[config.mk]
export PLATFORM = sky130hd
export DESIGN_NAME = fc3_layer_flat
export DESIGN_NICKNAME = d
export VERILOG_FILES = /design/src/rtl/fc3_pkg.sv /design/src/rtl/fc3_if.sv /design/src/rtl/fc3_round_sat.sv /design/src/rtl/fc3_layer.sv /design/src/flat_wrapper.sv
export SDC_FILE = /design/constraint.sdc
export NUM_CORES = 2
export LEC_CHECK = 0
export BUFFER_PORTS_ARGS = -buffer_cell sky130_fd_sc_hd__buf_2
export CELL_PAD_IN_SITES_DETAIL_PLACEMENT = 1
export CELL_PAD_IN_SITES_GLOBAL_PLACEMENT = 2
export CORE_UTILIZATION = 38
export DETAILED_ROUTE_END_ITERATION = 6
export PLACE_DENSITY_LB_ADDON = 0.1
export RECOVER_POWER = 100
export SETUP_SLACK_MARGIN = 0.1
export SLEW_MARGIN = 20
export SYNTH_ARGS = -nofsm -noshare
export SYNTH_HDL_FRONTEND = slang
export SYNTH_SLANG_ARGS = --single-unit
export TNS_END_PERCENT = 50
[constraint.sdc]
create_clock -name clk -period 7.63 [get_ports clk]
set_clock_uncertainty 0.05 [all_clocks]
set_input_delay 0.3815 -clock clk [delete_from_list [all_inputs] [get_ports clk]]
set_output_delay 0.3815 -clock clk [all_outputs]
set_load 0.02 [all_outputs]
[src/rtl/fc3_pkg.sv]
// Shared definitions for the third fully-connected layer engine:
// FSM state encoding, accumulator width, default geometry and Q16.16 constants.
package fc3_pkg;

  typedef enum logic [1:0] {
    ST_IDLE,
    ST_MAC,
    ST_WRITE,
    ST_DONE
  } fc3_state_e;

  localparam int ACC_W         = 72;
  localparam int DEF_IN_LEN    = 64;
  localparam int DEF_OUT_LEN   = 10;
  localparam int DEF_FRAC_BITS = 16;
  localparam int DEF_ADDR_W    = 16;

  localparam logic [31:0] ONE     = 32'h0001_0000;
  localparam logic [31:0] SAT_MAX = 32'h7FFF_FFFF;
  localparam logic [31:0] SAT_MIN = 32'h8000_0000;

  // Saturation bounds sign-extended to the accumulator width
  localparam logic signed [ACC_W-1:0] ACC_SAT_MAX = {{(ACC_W-32){1'b0}}, SAT_MAX};
  localparam logic signed [ACC_W-1:0] ACC_SAT_MIN = {{(ACC_W-32){1'b1}}, SAT_MIN};

endpackage

[src/rtl/fc3_if.sv]
// Sequencer / memory-side bus of the fc3 engine.
// slave: the engine; master: sequencer plus activation/weight/output memories.
interface fc3_if #(
  parameter int ADDR_W = 16
);
  logic                     start;
  logic                     busy;
  logic                     done;
  logic [ADDR_W-1:0]        act_read_addr;
  logic signed [31:0]       act_data;
  logic [ADDR_W-1:0]        weight_read_addr;
  logic signed [31:0]       weight_data;
  logic [ADDR_W-1:0]        out_write_addr;
  logic signed [31:0]       out_data;
  logic                     out_write_enable;

  modport master (
    output start, act_data, weight_data,
    input  busy, done, act_read_addr, weight_read_addr,
           out_write_addr, out_data, out_write_enable
  );

  modport slave (
    input  start, act_data, weight_data,
    output busy, done, act_read_addr, weight_read_addr,
           out_write_addr, out_data, out_write_enable
  );
endinterface

[src/rtl/fc3_round_sat.sv]
// Accumulator to Q16.16 result conversion: optional round-half-up,
// arithmetic right shift by FRAC_BITS, clamp to the signed 32-bit range.
// Build option: FC3_ROUND_EN enables rounding; otherwise truncation toward -inf.
module fc3_round_sat
  import fc3_pkg::*;
#(
  parameter int FRAC_BITS = DEF_FRAC_BITS
) (
  input  logic signed [ACC_W-1:0] i_acc,
  output logic        [31:0]      o_data
);

`ifdef FC3_ROUND_EN
  localparam logic signed [ACC_W-1:0] RND_HALF = ACC_W'(1) <<< (FRAC_BITS - 1);
`endif

  logic signed [ACC_W-1:0] w_rnd;
  logic signed [ACC_W-1:0] w_shf;

  // Round (if enabled), shift, then saturate
  always_comb begin
`ifdef FC3_ROUND_EN
    w_rnd = i_acc + RND_HALF;
`else
    w_rnd = i_acc;
`endif
    w_shf = w_rnd >>> FRAC_BITS;
    if (w_shf > ACC_SAT_MAX) begin
      o_data = SAT_MAX;
    end else if (w_shf < ACC_SAT_MIN) begin
      o_data = SAT_MIN;
    end else begin
      o_data = w_shf[31:0];
    end
  end

endmodule

[src/rtl/fc3_layer.sv]
// Third fully-connected layer: OUT_LEN dot products of IN_LEN Q16.16 terms,
// one MAC per cycle, each result saturated and written to the output memory.
// Build option: FC3_ROUND_EN (round-half-up before the shift, see fc3_round_sat).
module fc3_layer
  import fc3_pkg::*;
#(
  parameter int IN_LEN    = DEF_IN_LEN,
  parameter int OUT_LEN   = DEF_OUT_LEN,
  parameter int FRAC_BITS = DEF_FRAC_BITS,
  parameter int ADDR_W    = DEF_ADDR_W
) (
  input  logic  clk,
  input  logic  rst_n,
  fc3_if.slave  bus
);

  fc3_state_e              r_state;
  logic [ADDR_W-1:0]       r_i;
  logic [ADDR_W-1:0]       r_o;
  logic [ADDR_W-1:0]       r_waddr;
  logic signed [ACC_W-1:0] r_acc;
  logic                    r_busy;
  logic                    r_done;
  logic                    r_we;

  logic signed [63:0]      w_prod;
  logic [31:0]             w_sat;

  assign w_prod = bus.act_data * bus.weight_data;

  fc3_round_sat #(
    .FRAC_BITS (FRAC_BITS)
  ) u_round_sat (
    .i_acc  (r_acc),
    .o_data (w_sat)
  );

  // Control FSM, counters and accumulator.
  // r_waddr runs 0..IN_LEN*OUT_LEN-1 across all neurons: since weights are
  // row-major and i restarts with o++, it always equals o*IN_LEN+i in MAC,
  // avoiding a multiplier in the address path.
  always_ff @(posedge clk or negedge rst_n) begin
    if (!rst_n) begin
      r_state <= ST_IDLE;
      r_i     <= '0;
      r_o     <= '0;
      r_waddr <= '0;
      r_acc   <= '0;
      r_busy  <= 1'b0;
      r_done  <= 1'b0;
      r_we    <= 1'b0;
    end else begin
      case (r_state)
        ST_IDLE: begin
          if (bus.start) begin
            r_i     <= '0;
            r_o     <= '0;
            r_waddr <= '0;
            r_acc   <= '0;
            r_busy  <= 1'b1;
            r_state <= ST_MAC;
          end
        end
        ST_MAC: begin
          r_acc   <= r_acc + ACC_W'(w_prod);
          r_waddr <= r_waddr + 1'b1;
          if (r_i == ADDR_W'(IN_LEN - 1)) begin
            r_we    <= 1'b1;
            r_state <= ST_WRITE;
          end else begin
            r_i <= r_i + 1'b1;
          end
        end
        ST_WRITE: begin
          r_acc <= '0;
          r_i   <= '0;
          r_we  <= 1'b0;
          if (r_o == ADDR_W'(OUT_LEN - 1)) begin
            r_done  <= 1'b1;
            r_state <= ST_DONE;
          end else begin
            r_o     <= r_o + 1'b1;
            r_state <= ST_MAC;
          end
        end
        ST_DONE: begin
          r_done  <= 1'b0;
          r_busy  <= 1'b0;
          r_state <= ST_IDLE;
        end
        default: begin
          r_state <= ST_IDLE;
        end
      endcase
    end
  end

  assign bus.busy             = r_busy;
  assign bus.done             = r_done;
  assign bus.out_write_enable = r_we;
  assign bus.act_read_addr    = (r_state == ST_MAC)   ? r_i     : '0;
  assign bus.weight_read_addr = (r_state == ST_MAC)   ? r_waddr : '0;
  assign bus.out_write_addr   = (r_state == ST_WRITE) ? r_o     : '0;
  assign bus.out_data         = (r_state == ST_WRITE) ? w_sat   : '0;

endmodule

[src/flat_wrapper.sv]
// flat-port wrapper written by rule: the top's interface ports become plain ports
module fc3_layer_flat import fc3_pkg::*;
#(
  parameter int IN_LEN    = DEF_IN_LEN,
  parameter int OUT_LEN   = DEF_OUT_LEN,
  parameter int FRAC_BITS = DEF_FRAC_BITS,
  parameter int ADDR_W    = DEF_ADDR_W
)
  (clk, rst_n, bus_start, bus_act_data, bus_weight_data, bus_busy, bus_done, bus_act_read_addr, bus_weight_read_addr, bus_out_write_addr, bus_out_data, bus_out_write_enable);
  fc3_if #(.ADDR_W(ADDR_W)) bus_i ();
  input  logic clk;
  input  logic rst_n;
  input wire logic [$bits(bus_i.start)-1:0] bus_start;
  input wire logic [$bits(bus_i.act_data)-1:0] bus_act_data;
  input wire logic [$bits(bus_i.weight_data)-1:0] bus_weight_data;
  output wire logic [$bits(bus_i.busy)-1:0] bus_busy;
  output wire logic [$bits(bus_i.done)-1:0] bus_done;
  output wire logic [$bits(bus_i.act_read_addr)-1:0] bus_act_read_addr;
  output wire logic [$bits(bus_i.weight_read_addr)-1:0] bus_weight_read_addr;
  output wire logic [$bits(bus_i.out_write_addr)-1:0] bus_out_write_addr;
  output wire logic [$bits(bus_i.out_data)-1:0] bus_out_data;
  output wire logic [$bits(bus_i.out_write_enable)-1:0] bus_out_write_enable;
  assign bus_i.start = bus_start;
  assign bus_i.act_data = bus_act_data;
  assign bus_i.weight_data = bus_weight_data;
  assign bus_busy = bus_i.busy;
  assign bus_done = bus_i.done;
  assign bus_act_read_addr = bus_i.act_read_addr;
  assign bus_weight_read_addr = bus_i.weight_read_addr;
  assign bus_out_write_addr = bus_i.out_write_addr;
  assign bus_out_data = bus_i.out_data;
  assign bus_out_write_enable = bus_i.out_write_enable;
  fc3_layer #(.IN_LEN(IN_LEN), .OUT_LEN(OUT_LEN), .FRAC_BITS(FRAC_BITS), .ADDR_W(ADDR_W)) u_core (.clk(clk), .rst_n(rst_n), .bus(bus_i));
endmodule
Word level (Yosys, flattened, before mapping)

Index checks and enable logic that the tools add are counted.
W data, S select, Z words.

Register bits: 125
Input port bits: 67
Output and inout bits: 83
Word-level logic and storage cells: 64

$add $sub $neg: 4
Multipliers: 1
$lt $le $gt $ge: 2
Equality and inequality tests: 10
Multiplexer cells: 24
Reductions and logical operators: 15

Operators with widths:

| operator                | count |
|---|---|
| $pmux W72 S3            | 1 |
| $mux W16                | 6 |
| $mux W32                | 3 |
| $add A72 B64 Y72        | 1 |
| $mux W72                | 1 |
| $mul A32 B32 Y64        | 1 |
| $pmux W16 S2            | 2 |
| $gt A56 B32 Y1 const B  | 1 |
| $lt A56 B32 Y1 const B  | 1 |
| $add A16 B1 Y16 const B | 3 |
| $pmux W16 S3            | 1 |
| $eq A16 B4 Y1 const B   | 1 |
| $eq A16 B6 Y1 const B   | 1 |
| $reduce_and A2 Y1       | 6 |
| $reduce_bool A2 Y1      | 5 |
| $pmux W2 S4             | 1 |
| $mux W2                 | 3 |
| $ne A2 B2 Y1 const B    | 3 |
| $pmux W1 S2             | 3 |
| $reduce_and A3 Y1       | 2 |
| $eq A2 B2 Y1 const B    | 2 |
| $ne A2 B1 Y1 const B    | 2 |
| $mux W1                 | 3 |
| $reduce_bool A3 Y1      | 1 |
| 2 further kinds         | 2 |

Depth between registers and ports, before layout

Depth after elaboration: 4
Gate-level depth with buffers: 31
Gate-level depth less buffers: 29

By module

A second synthesis with hierarchy kept.

Cell total of the unflattened synthesis: 5264
Area, all modules: 48706.7 µm²

By module, submodules not included:

| module        | instances | cells each | area each (µm²) | sequential area each (µm²) |
|---|---|---|---|---|
| fc3_layer     | 1         | 5171       | 47842.1         | 3128.0 |
| fc3_round_sat | 1         | 93         | 864.6           | 0.0 |

Worst setup path before layout

OpenSTA, ideal clock, no wires.

Path type: input to register
Start point: input port bus_weight_data[0]
End point: register u_core.r_acc[71]
Setup time: 0.129 ns
Arrival time: 8.963 ns
Data required time: 7.451 ns
Path slack: -1.512 ns
Stages on the path: 28
Path buffers: 2
Path through: clkbuf_1 > nand2_1 > fa_1 > inv_1 > fa_1 > fa_1 > inv_1 > fa_1 > inv_1 > fa_1 > fa_1 > fa_1 > inv_1 > fa_1 > inv_1 > ha_1 > buf_2 > nand2_1 > nor4_4 > nand4_1 > a211oi_2 > nor3_1 > o41ai_4 > a21oi_2 > nor4_1 > nor3_1 > xnor2_1 > o21ai_1

Longest elaborated chain between the ends: 3

RTL lines:

| what                 | RTL line           | source |
|---|---|---|
| from (decl)          | flat_wrapper.sv:15 | `input wire logic [$bits(bus_i.weight_data)-1:0] bus_weight_data;` |
| $mul A32 B32 Y64     | fc3_layer.sv:29    | `assign w_prod = bus.act_data * bus.weight_data;` |
| $add A72 B64 Y72     | fc3_layer.sv:65    | `r_acc <= r_acc + ACC_W'(w_prod);` |
| $pmux W72 S3         | fc3_layer.sv:53    | `case (r_state)` |
| to (signal assigned) | fc3_layer.sv:65    |  |
| to (decl)            | fc3_layer.sv:21    | `logic signed [ACC_W-1:0] r_acc;` |

No other way between the ends.
A chain may end at the register's enable or synchronous reset.

Worst setup path after layout

Start point: input port bus_act_data[31]
End point: register u_core.r_acc[63]

Longest elaborated chain between the ends: 3

RTL lines:

| what             | RTL line           | source |
|---|---|---|
| from (decl)      | flat_wrapper.sv:14 | `input wire logic [$bits(bus_i.act_data)-1:0] bus_act_data;` |
| $mul A32 B32 Y64 | fc3_layer.sv:29    |  |
| $add A72 B64 Y72 | fc3_layer.sv:65    |  |
| $pmux W72 S3     | fc3_layer.sv:53    |  |

No other way between the ends.

==> results.md <==
* Outcome: finished with violations
* Failing checks: capacitance limit, slew limit
* Synth async-reset ratio at 100%
* Diodes inserted at 0
* H-tree depth at 4
* Largest net degree at the start of global routing at 80
* Register area share after synthesis at 6.54%
* Period utilization at 98.1%
* CP bufs+invs at 12
* CTS tree: yes
* Max Buffers Root-to-Sink at 2
* Number of buffer cells added on primary ports at 149
* Final Hold Viols at 0
* Final non-filler cell total at 7,325
* Residual DRC count at 0
* Max_slew headroom at -175%
* Hold Path End: u_core.bus.busy$_DFFE_PN0P_
* Post-synth EDFFs at 0
* Hold depth at 3
* Crit Reg-Reg Startpoint: u_core.r_acc[35]$_DFFE_PN0P_
* RSZ-0062 raised after global routing: true
* Initial Utilization at 38.5%
* Vias at 35,500
* CTS Sinks at 125
* Total I/O pin count at 150
* Post-route minimum period at 7490 ps
* Synthesized flop and latch total at 125
* Area growth syn-to-layout at 16.9%
* First-pass GRT wire length at 240,000 um
* Core Area at 124,000 um^2
* Drt via density at 4.85
* Crit Path Max Fanout at 6
* DR pass1 iterations at 5
* Root buf cell: clkbuf_16
* Max cap viols at 3
* Syn avg cell area at 9.20 um^2
* Critical path's most frequent cell: fa_1
* Post-Syn Area at 47,800 um^2
* Final setup violation count at 0
* Layout net count at 7,265
* Initial antenna violation count at 3
* Layout cell share with drive strength beyond 1 at 15.2%
* Reg-to-reg critical path endpoint: u_core.r_acc[63]$_DFFE_PN0P_
* Share of the synthesized area in the top cell type at 53.7%
* Slowest-stage cell, CP: fa_2
* Vias in the first global route at 41,300
* Worst hold path type: input port to register
* Crit path launch type: input port
* Final WL at 147,000 um
* Worst Setup End Kind: register
* Die area at 127,000 um^2
* Cell row count at 129
* Slew Viols, Final at 191
* Register-to-register setup slack at 170 ps
* Synth Net Count at 6,790
* Cells after synthesis at 5,200
* Total track usage at 24.5%
* Peak per-stage delay on the critical path at 570 ps
* Chip Height at 357 um
* Synth top area cells: fa_1 54%, inv_1 10%, nand2_1 7.2%, dfrtp_1 6.5%, ha_1 6.2%
* Reg2Reg Depth at 27
* Cell taking the most area after synthesis: fa_1
* Starting DRT DRC Count at 1,620
* Critical path arrival at 7720 ps
* Required time of the critical path at 7860 ps
* Clock Latency Late Sink at 450 ps
* Warnings, synthesis at 0
* Post-synth top flop: dfrtp_1
* Crit Path Class: input port to register
* Num CTS Buffers at 17
* Dpl cells at 7,261
* Top Family by Delay on Critical Path: adder cells
* Synth unique cells at 68
* Min-delay src: bus_start
* Routability cong. at 0.844
* Grt total ovfl at 0
* Die X-Extent at 357 um
* Routed wire per std cell at 20.1 um
* Fmax achieved at 134 MHz
* Post-route ant nets at 0
* HPWL after detailed placement at 133,000 um
* Actual slew at the worst max-slew pin at 4130 ps
* Reg clk slew, reported paths at 60 ps
layout by cell type (no fill, tap or decap), types with 42 or more instances in the layout:
cell type,Yosys,final
o21ai_0,114,98
buf_12,0,42
ha_1,239,217
fa_1,1284,1255
nor2_1,88,80
a21oi_1,101,82
dfrtp_1,125,125
buf_2,10,77
clkbuf_1,244,51
a21o_1,44,44
buf_4,0,505
nand2_1,921,912
xnor2_1,42,42
inv_1,1304,1283
and2_1,310,266
xor2_1,60,58
synth_stat cells (4+ instances only):
cell type / count
o21a_1: 10
ha_1: 239
buf_2: 10
a21oi_1: 101
o21bai_1: 12
buf_1: 4
or3_1: 11
nand4_1: 34
xor2_1: 60
nor2b_1: 37
nand2b_1: 7
dfrtp_1: 125
o21ai_1: 15
fa_1: 1284
clkbuf_1: 244
o211ai_1: 9
o21ai_0: 114
and2_1: 310
nand3_1: 35
nand2_1: 921
a22o_1: 11
a31oi_1: 16
a41oi_1: 4
nor3_1: 14
nor2_1: 88
nor4_1: 12
a211oi_1: 7
a21o_1: 44
and3_1: 22
inv_1: 1304
xnor2_1: 42
sequential cells by signal, indices dropped and copies added (netlist names):
| signal | flops |
|---|---|
| u_core.r_acc | 72 |
| u_core.r_i | 16 |
| u_core.r_state | 2 |
| u_core.r_o | 16 |
| u_core.bus.busy | 1 |
| u_core.bus.out_write_enable | 1 |
| u_core.r_waddr | 16 |
| u_core.bus.done | 1 |
per-stage QoR:
| stage | setup slack [ps] | setup TNS [ps] | util (%) | hold slack (ps) | area, um^2 |
|---|---|---|---|---|---|
| 2_1_floorplan | -242 | -1990 | - | 35.9 | 48100 |
| 3_3_place_gp | -525 | -13080 | 43.8 | 415 | 54400 |
| 3_5_place_dp | -646 | -15170 | 43.8 | 413 | 54400 |
| 4_1_cts | 102 | 0 | 44.4 | 223 | 55200 |
| 5_1_grt | -124 | -732 | 45.0 | 276 | 55900 |
| 6_report | 144 | 0 | 45.0 | 244 | 55900 |
metal layers:
layer  GRT usage, %  share of wire (%)
met2           39.6                 47
met5              0              0.018
met1           35.8                 48
met4           3.91                1.5
met3           2.83                3.7
repair_timing:
action	4_1_cts	5_1_grt
cloned	0	2
hold endpoints to repair	68	0
hold buffers	1	0
buffers inserted	9	21
gates resized for setup	53	153
pin swaps	14	55
setup endpoints to repair	24	38
worst max path at each step:
stage,from,end,slack [ps],depth (start not counted)
final,bus_act_data[31],u_core.r_acc[63]$_DFFE_PN0P_,140,31
after global routing,u_core.r_acc[22]$_DFFE_PN0P_,u_core.r_acc[70]$_DFFE_PN0P_,-120,27
after CTS,bus_act_data[13],u_core.r_acc[69]$_DFFE_PN0P_,100,27
after detailed placement,bus_act_data[15],u_core.r_acc[50]$_DFFE_PN0P_,-650,28
after global placement,bus_weight_data[11],u_core.r_acc[50]$_DFFE_PN0P_,-530,30
after floorplan,bus_act_data[31],u_core.r_acc[69]$_DFFE_PN0P_,-240,28
kinds of logic (layout without fill, tap and decap cells):
logic type,count (synthesis),count (layout),synth area share [%]
fa+ha+maj,1523,1523,60.0
simple gates,1508,1508,14.4
mux,2,2,0.0445
xor+xnor,102,102,1.87
compound gates,378,378,4.88
buf+inv,1562,2050,12.3
flops,125,125,6.54
tightest hold or removal path, delay by kind of cell:
family / cells / cell delay (ps)
AO/OA/AOI/OAI: 2 / 210
buffers and inverters: 1 / 110
layout make-up:
cell class / instances / area [um^2]
clock inverters: 14 / 126
flip-flops and latches: 125 / 3130
fillers: 14400 / 68300
multi-input cells: 3513 / 39600
inverters: 1304 / 4910
clock buffers: 18 / 439
well taps: 1637 / 2050
repair buffers: 714 / 5650
Power is left out: the tool's default activity adds up to more than one toggle a clock period on the data nets, which glitch-free logic cannot reach.
